$ cat src/rtl/audio_pkg.sv
// audio_pkg: shared audio sample type and I2S frame geometry
package audio_pkg;
  localparam int SAMPLE_W = 16;
  localparam int I2S_SLOT_BITS = 32;
  localparam int I2S_FRAME_BITS = 64;
  typedef logic signed [SAMPLE_W-1:0] sample_t;
endpackage

$ cat src/rtl/i2s_clk_gen.sv
// i2s_clk_gen: bclk divider, falling-edge tick, 64-slot counter and lrclk
module i2s_clk_gen
  import audio_pkg::*;
#(
  parameter int BCLK_HALF_DIV = 20
) (
  input  logic       clk,
  input  logic       reset,
  output logic       i2s_bclk,
  output logic       fall_tick,
  output logic [5:0] slot,
  output logic       i2s_lrclk
);
  localparam int CW = BCLK_HALF_DIV > 1 ? $clog2(BCLK_HALF_DIV) : 1;
  logic [CW-1:0] cnt;
  logic          tc;
  logic [5:0]    slot_nxt;
  assign tc        = cnt == CW'(BCLK_HALF_DIV - 1);
  assign fall_tick = tc && i2s_bclk;
  assign slot_nxt  = slot + 6'd1;
  always_ff @(posedge clk or posedge reset)
    if (reset) begin
      cnt       <= '0;
      i2s_bclk  <= 1'b0;
      slot      <= 6'd63;
      i2s_lrclk <= 1'b1;
    end else begin
      cnt <= tc ? '0 : cnt + CW'(1);
      if (tc) i2s_bclk <= ~i2s_bclk;
      if (fall_tick) begin
        slot      <= slot_nxt;
        i2s_lrclk <= slot_nxt >= 6'(I2S_SLOT_BITS);
      end
    end
endmodule

$ cat src/rtl/i2s_audio_tx.sv
// i2s_audio_tx: one-entry stereo sample holding register serialised as I2S master frames
module i2s_audio_tx #(
  parameter int CLK_FREQ      = 125_000_000,
  parameter int BCLK_HALF_DIV = 20,
  parameter int SAMPLE_W      = 16
) (
  input  logic                       clk,
  input  logic                       reset,
  input  logic signed [SAMPLE_W-1:0] sample_l,
  input  logic signed [SAMPLE_W-1:0] sample_r,
  input  logic                       sample_valid,
  output logic                       sample_ready,
  output logic                       i2s_bclk,
  output logic                       i2s_lrclk,
  output logic                       i2s_sdata,
  output logic                       underrun
);
  localparam int SB = audio_pkg::I2S_SLOT_BITS;
  if (BCLK_HALF_DIV < 2 || SAMPLE_W > SB - 1 || CLK_FREQ < 1) begin : g_bad_params
    $error("i2s_audio_tx: BCLK_HALF_DIV must be >= 2 and SAMPLE_W <= 31");
  end
  logic                fall_tick, load, wr;
  logic [5:0]          slot, slot_nxt;
  logic [SAMPLE_W-1:0] hold_l, hold_r, frame_l, frame_r;
  logic [2*SB-1:0]     frame_word;
  i2s_clk_gen #(.BCLK_HALF_DIV(BCLK_HALF_DIV)) u_clk_gen (
    .clk       (clk),
    .reset     (reset),
    .i2s_bclk  (i2s_bclk),
    .fall_tick (fall_tick),
    .slot      (slot),
    .i2s_lrclk (i2s_lrclk)
  );
  assign slot_nxt = slot + 6'd1;
  assign load     = fall_tick && slot == 6'd63;
  assign wr       = sample_valid && sample_ready;
  // Each half-frame is a 32-bit word, MSB sent in slot 0: a zero pad bit gives the one-bclk I2S delay
  assign frame_word = {SB'({1'b0, frame_l}) << (SB - 1 - SAMPLE_W),
                       SB'({1'b0, frame_r}) << (SB - 1 - SAMPLE_W)};
  always_ff @(posedge clk or posedge reset)
    if (reset) begin
      sample_ready <= 1'b1;
      hold_l       <= '0;
      hold_r       <= '0;
      frame_l      <= '0;
      frame_r      <= '0;
      i2s_sdata    <= 1'b0;
      underrun     <= 1'b0;
    end else begin
      underrun     <= load && sample_ready;
      sample_ready <= wr ? 1'b0 : load ? 1'b1 : sample_ready;
      if (load) begin
        frame_l <= sample_ready ? '0 : hold_l;
        frame_r <= sample_ready ? '0 : hold_r;
      end
      if (wr) begin
        hold_l <= sample_l;
        hold_r <= sample_r;
      end
      if (fall_tick) i2s_sdata <= frame_word[~slot_nxt];
    end
endmodule
$ cat config.mk
export PLATFORM = sky130hd
export DESIGN_NAME = i2s_audio_tx
export DESIGN_NICKNAME = d
export VERILOG_FILES = /design/src/rtl/audio_pkg.sv /design/src/rtl/i2s_clk_gen.sv /design/src/rtl/i2s_audio_tx.sv
export SDC_FILE = /design/constraint.sdc
export NUM_CORES = 1
export LEC_CHECK = 0
export ABC_CLOCK_PERIOD_IN_PS = 2350
export CORE_ASPECT_RATIO = 2
export CORE_MARGIN = 2
export CORE_UTILIZATION = 40
export DETAILED_ROUTE_END_ITERATION = 10
export DONT_BUFFER_PORTS = 1
export GPL_TIMING_DRIVEN = 0
export PLACE_DENSITY = 0.53
export SLEW_MARGIN = 20
export SYNTH_ARGS = -nofsm -noshare
export SYNTH_HDL_FRONTEND = slang
export SYNTH_SLANG_ARGS = --single-unit
export TNS_END_PERCENT = 30
$ cat constraint.sdc
create_clock -name clk -period 2.35 [get_ports clk]
set_input_delay 0.235 -clock clk [delete_from_list [all_inputs] [get_ports clk]]
set_output_delay 0.235 -clock clk [all_outputs]
set_load 0.02 [all_outputs]
After elaboration in Yosys (flattened, before gate mapping)
Index checks and enable logic that the tools add are counted.
Widths: inputs -> output; s select.
Cells by class
  muxes and demuxes: 7
  equal/unequal tests: 2
  bitwise gates (word level): 2
  order comparisons: 2
  reductions and logical operators: 5
  add/subtract/negate cells: 2
Operators by type and width (number)
  $mux 16: 2
  $lt 6x7->1 const B: 1
  $add 6x1->6 const B: 1
  $bmux 1 s6: 1
  $eq 6x6->1 const B: 1
  $ge 6x6->1 const B: 1
  $not 6->6: 1
  $add 5x1->5 const B: 1
  $eq 5x5->1 const B: 1
  $mux 5: 1
  $logic_and 1x1->1: 4
  $mux 1: 3
  $reduce_bool 2->1: 1
  $not 1->1: 1
Storage, ports and cells
  logic and storage cells: 31
  input bits: 35
  output and inout port bits: 5
  register bits after elaboration: 80

Longest topological paths before layout
  word-level depth: 5
  depth in mapped cells: 9
  gate-level depth less buffers: 6

Hierarchy
A second synthesis with hierarchy kept.
Unflattened totals
  cell total of the unflattened synthesis: 303
  area, all modules: 3599.7 um2
Modules (own cells, without submodules)
  i2s_audio_tx: cells each 258, area each 3045.4 um2, times used 1, sequential area each 1677.9 um2
  i2s_clk_gen: cells each 45, area each 554.3 um2, times used 1, sequential area each 307.8 um2

Worst setup path after synthesis
OpenSTA, ideal clock, no wires.
  kind: register to register
  start: reg u_clk_gen.slot[1]
  end: reg i2s_sdata
  cell stages (with the launch flop): 8
  setup time: 0.123 ns
  period minus slack after synthesis: 1.985 ns
  data required time: 2.227 ns
  path slack: 0.365 ns
  arrival: 1.862 ns
  buffers on the path: 1
  cells stage by stage: dfstp_2 > ha_1 > buf_4 > xnor2_2 > mux4_1 > mux2_2 > o21a_1 > o221a_1
On the way
  longest elaborated chain between the ends: 4
RTL lines
  start, declared: line i2s_clk_gen.sv:11  | output logic [5:0] slot,
  start signal, assigned: line i2s_clk_gen.sv:31  | slot <= slot_nxt;
  $add 6x1->6: line i2s_audio_tx.sv:34  | assign slot_nxt = slot + 6'd1;
  $not 6->6: line i2s_audio_tx.sv:60  | if (fall_tick) i2s_sdata <= frame_word[~slot_nxt];
  $bmux 1 s6: line i2s_audio_tx.sv:60
  $mux 1 (implied by the code): line i2s_audio_tx.sv:60
  end signal, assigned: line i2s_audio_tx.sv:60
  end, declared: line i2s_audio_tx.sv:15  | output logic i2s_sdata,
No other way between the ends. The select of a mux whose other input is x is not followed.
A chain may end at the register's enable or synchronous reset.

Worst setup path in the final report
Ends and elaborated chain as after synthesis.

==> flow_results.org <==
** Drt
- Using the TritonRoute via totals, the vias-per-cell ratio works out to 5.23.
- The first routing iteration left 92 violations.
- In the routed design, unresolved DRC markers number 0.
- Met2 Wirelength :: 3800 um
- Wire segments on met3 add up to 200 um in the final route.
- Dividing the detail-routed wire length by the instance count gives 16.3 um.
- Highest routed layer :: met4
- Sum of routed wire length over all layers :: 6910 um
- Post-route antenna net violation count :: 0
- The detailed router put a total of 2700 um of wire on met1.
- Before antenna repair, the detailed router went through 4 iterations.
- Overall via count from detail_route :: 2216

** Global routing
- First-pass GRT wire length :: 11600 um
- Global routing used 15.7% of the available tracks.
- Number of global-route vias before repair :: 2333
- The initial antenna violation count came to 0.
- Largest net degree at the start of global routing :: 60
- Global-route congestion overflow total :: 0

** Flow run
- Max-cap check violation count :: 0

** Timing
- Setup Viol. Count Final :: 0
- RSZ-0062 raised after global routing :: false
- In the final timing run, aggregate negative setup slack is 0 ns.
- The number of pins exceeding their max-slew limit in the final report was 0.
- Clock skew on the completed layout was measured at 0.00442 ns.
- Final worst path period share :: 92.9%
- Pin slew with the least headroom to its limit :: 0.555 ns
- Number of hold violations in the final report :: 0
- Rel. slew slack :: 63.0%
- For the finished layout, the period the worst path requires is 2.18 ns.
- For this run, the top clock speed supported by timing is 0.458 GHz.

** Setup path
- Reg-to-reg slack, setup :: 0.17 ns
- Startpoint type of the worst setup path :: flip-flop
- Worst Path Arrival :: 2.40 ns
- Critical Path Sink Type :: flip-flop
- Critical path peak fanout :: 9
- The critical path is of the reg2reg type.
- Required time at the endpoint of the critical path :: 2.57 ns

** Yosys
- Share of synthesized area occupied by flip-flops and latches :: 55.6%
- Synthesis instantiated 41 different standard cells from the library.
- The synthesized netlist occupies a cell area of 3570 um^2.
- In the synthesized netlist the async set-or-reset flop fraction comes to 100%.
- Number of enable-type register cells in the synthesized netlist :: 0
- Mean instance size in the synthesized netlist :: 11.6 um^2
- Post-synth net total :: 345
- Synthesized flop and latch total :: 79
- In the synthesized netlist, the number of instances is 308.
- For this run, the leading register cell type out of synthesis is dfrtp_1.
- Yosys warning count :: 0

** Final layout
- Share of cells above drive strength 1 :: 22.5%
- Number of inserted diodes :: 0
- Relative to the synthesized area, the layout overhead comes to 11.6%.
- Commonest non-fill, non-tap cell in the layout :: dfrtp_1
- In the final design database the tool counted 358 nets.
- Most frequent cells in the layout :: 72 x dfrtp_1, 70 x nand2_1, 35 x mux2_2, 28 x o21ai_0

** Power and ir drop
- Post-layout total power :: 3.22 mW
- Leakage :: 1.79 nW
- Dividing total power by cell area gives a power density of 809 nW/um^2.
- Across the VDD grid, the largest voltage drop is 0.000500 V.

** Floorplanning
- Measured along the y axis, the die boundary spans 138 um.
- Number of primary I/O pins :: 40
- The die is 70.8 um wide.
- The initialized floorplan defines 48 standard-cell rows.
- For this configuration, the core starts out at a cell density of 41.3%.
- The core region is 8650 um^2.
- Die Outline Area :: 9750 um^2

** Clocking
- TritonCTS sink count :: 79
- Clk buf depth :: 2
- Clock latency at the later pin of the worst-skew pair :: 0.33 ns
- CTS built an H-tree with a depth of 3.
- Total setup buffers inserted after CTS :: 0
- Clock-pin slew was measured on the worst setup and hold paths at 0.06 ns.
- TritonCTS clock tree :: done
- The tree is rooted in a clkbuf_16.
- TritonCTS buffer count :: 9

** Placed design
- At the end of routability-driven placement, the weighted congestion stood at 0.776.
- In this run the tool buffered the top-level ports with 0 buffer cells.
- DP Wirelength :: 5150 um

** Min path
- Worst min-delay path class :: in2reg

** Status
- The flow ran to the end, and the final reports show no timing, DRC or antenna violations.
[layout make-up]
| class | count | area, um^2 |
|---|---|---|
| well taps | 100 | 125 |
| plain buffers | 21 | 145 |
| clock inverters | 2 | 10.0 |
| inverters | 4 | 17.5 |
| flip-flops and latches | 79 | 1990 |
| repair buffers | 2 | 37.5 |
| clock buffers | 12 | 236 |
| multi-input cells | 204 | 1430 |
| fillers | 829 | 4660 |
[path summary, 6_finish.rpt]
kind | startpoint | end | cells after the start
max | u_clk_gen.slot[1] | i2s_sdata | 7
min | sample_r[1] | hold_r[1] | 1
max reg2reg | u_clk_gen.slot[1] | i2s_sdata | 7
min reg2reg | u_clk_gen.cnt[0] | u_clk_gen.cnt[0] | 1
max in group asynchronous | reset | sample_ready | 3
min in group asynchronous | reset | frame_l[5] | 2
[worst max-delay path, stage by stage (launching register included)]
cell,delay [ns]
dfstp_2,0.59
ha_1,0.16
buf_4,0.17
xnor2_2,0.22
mux4_1,0.35
mux2_2,0.28
o21a_1,0.10
o221a_1,0.20
[per-layer routing]
layer | global-route usage, % | vias to the layer above
li1 | - | 1095
met1 | 16.9 | 1071
met2 | 27.8 | 36
met3 | 4.02 | 14
met4 | 8.49 | 0
met5 | 0 | -
[power by group]
group | switching [mW] | internal (mW)
combinational | 0.153 | 0.196
clock | 0.501 | 0.700
sequential | 0.107 | 1.57
total | 0.761 | 2.46
[state kept, by name, summed over array words and instances, names as in the netlist, 5 cells and up]
register / count
frame_l: 16
frame_r: 16
hold_l: 16
hold_r: 16
u_clk_gen.cnt: 5
u_clk_gen.slot: 5
[metrics by stage]
step                hold slack [ns]  area [um^2]  utilization (%)  cells  setup WS [ns]
finish                       0.0490         3990             46.1    424          0.166
global route                 0.0366         3990             46.1    424         0.0595
CTS                          0.0416         3990             46.1    424          0.138
detailed placement           0.0860         3730             43.1    409      -0.000575
global placement              0.386         3700             42.8    408         -0.770
floorplan                     0.386         3570                -    308          0.103
[synth_stat cells, drive strengths merged, types with 3 or more instances]
master,n,area [um^2]
o21ai,35,175
buf,14,118
o211ai,6,45.0
clkbuf,7,26.3
mux2,35,394
mux2i,3,30.0
dfstp,7,184
nand3,5,30.0
nand4,4,25.0
mux4,6,154
nor2,7,26.3
inv,3,11.3
dfrtp,72,1800
nand2,70,263
xnor2,8,77.6
[cell families (layout without fill, tap and decap cells)]
logic type,count (synthesis),count (layout),share of synthesized area [%]
AND/OR/NAND/NOR,97,97,11.9
flip-flops,79,79,55.6
AO/OA/AOI/OAI,51,51,8.51
multiplexers,44,44,16.2
buffers and inverters,25,41,4.45
XOR/XNOR,10,10,2.66
adder cells (fa/ha/maj),2,2,0.700
[timing repair]
action	4_1_cts	5_1_grt
endpoints found under the setup margin	1	0
gates resized for setup	1	0
hold buffers	1	0
endpoints found under the hold margin	14	0
Note: power is estimated with default switching activity, not from simulation.
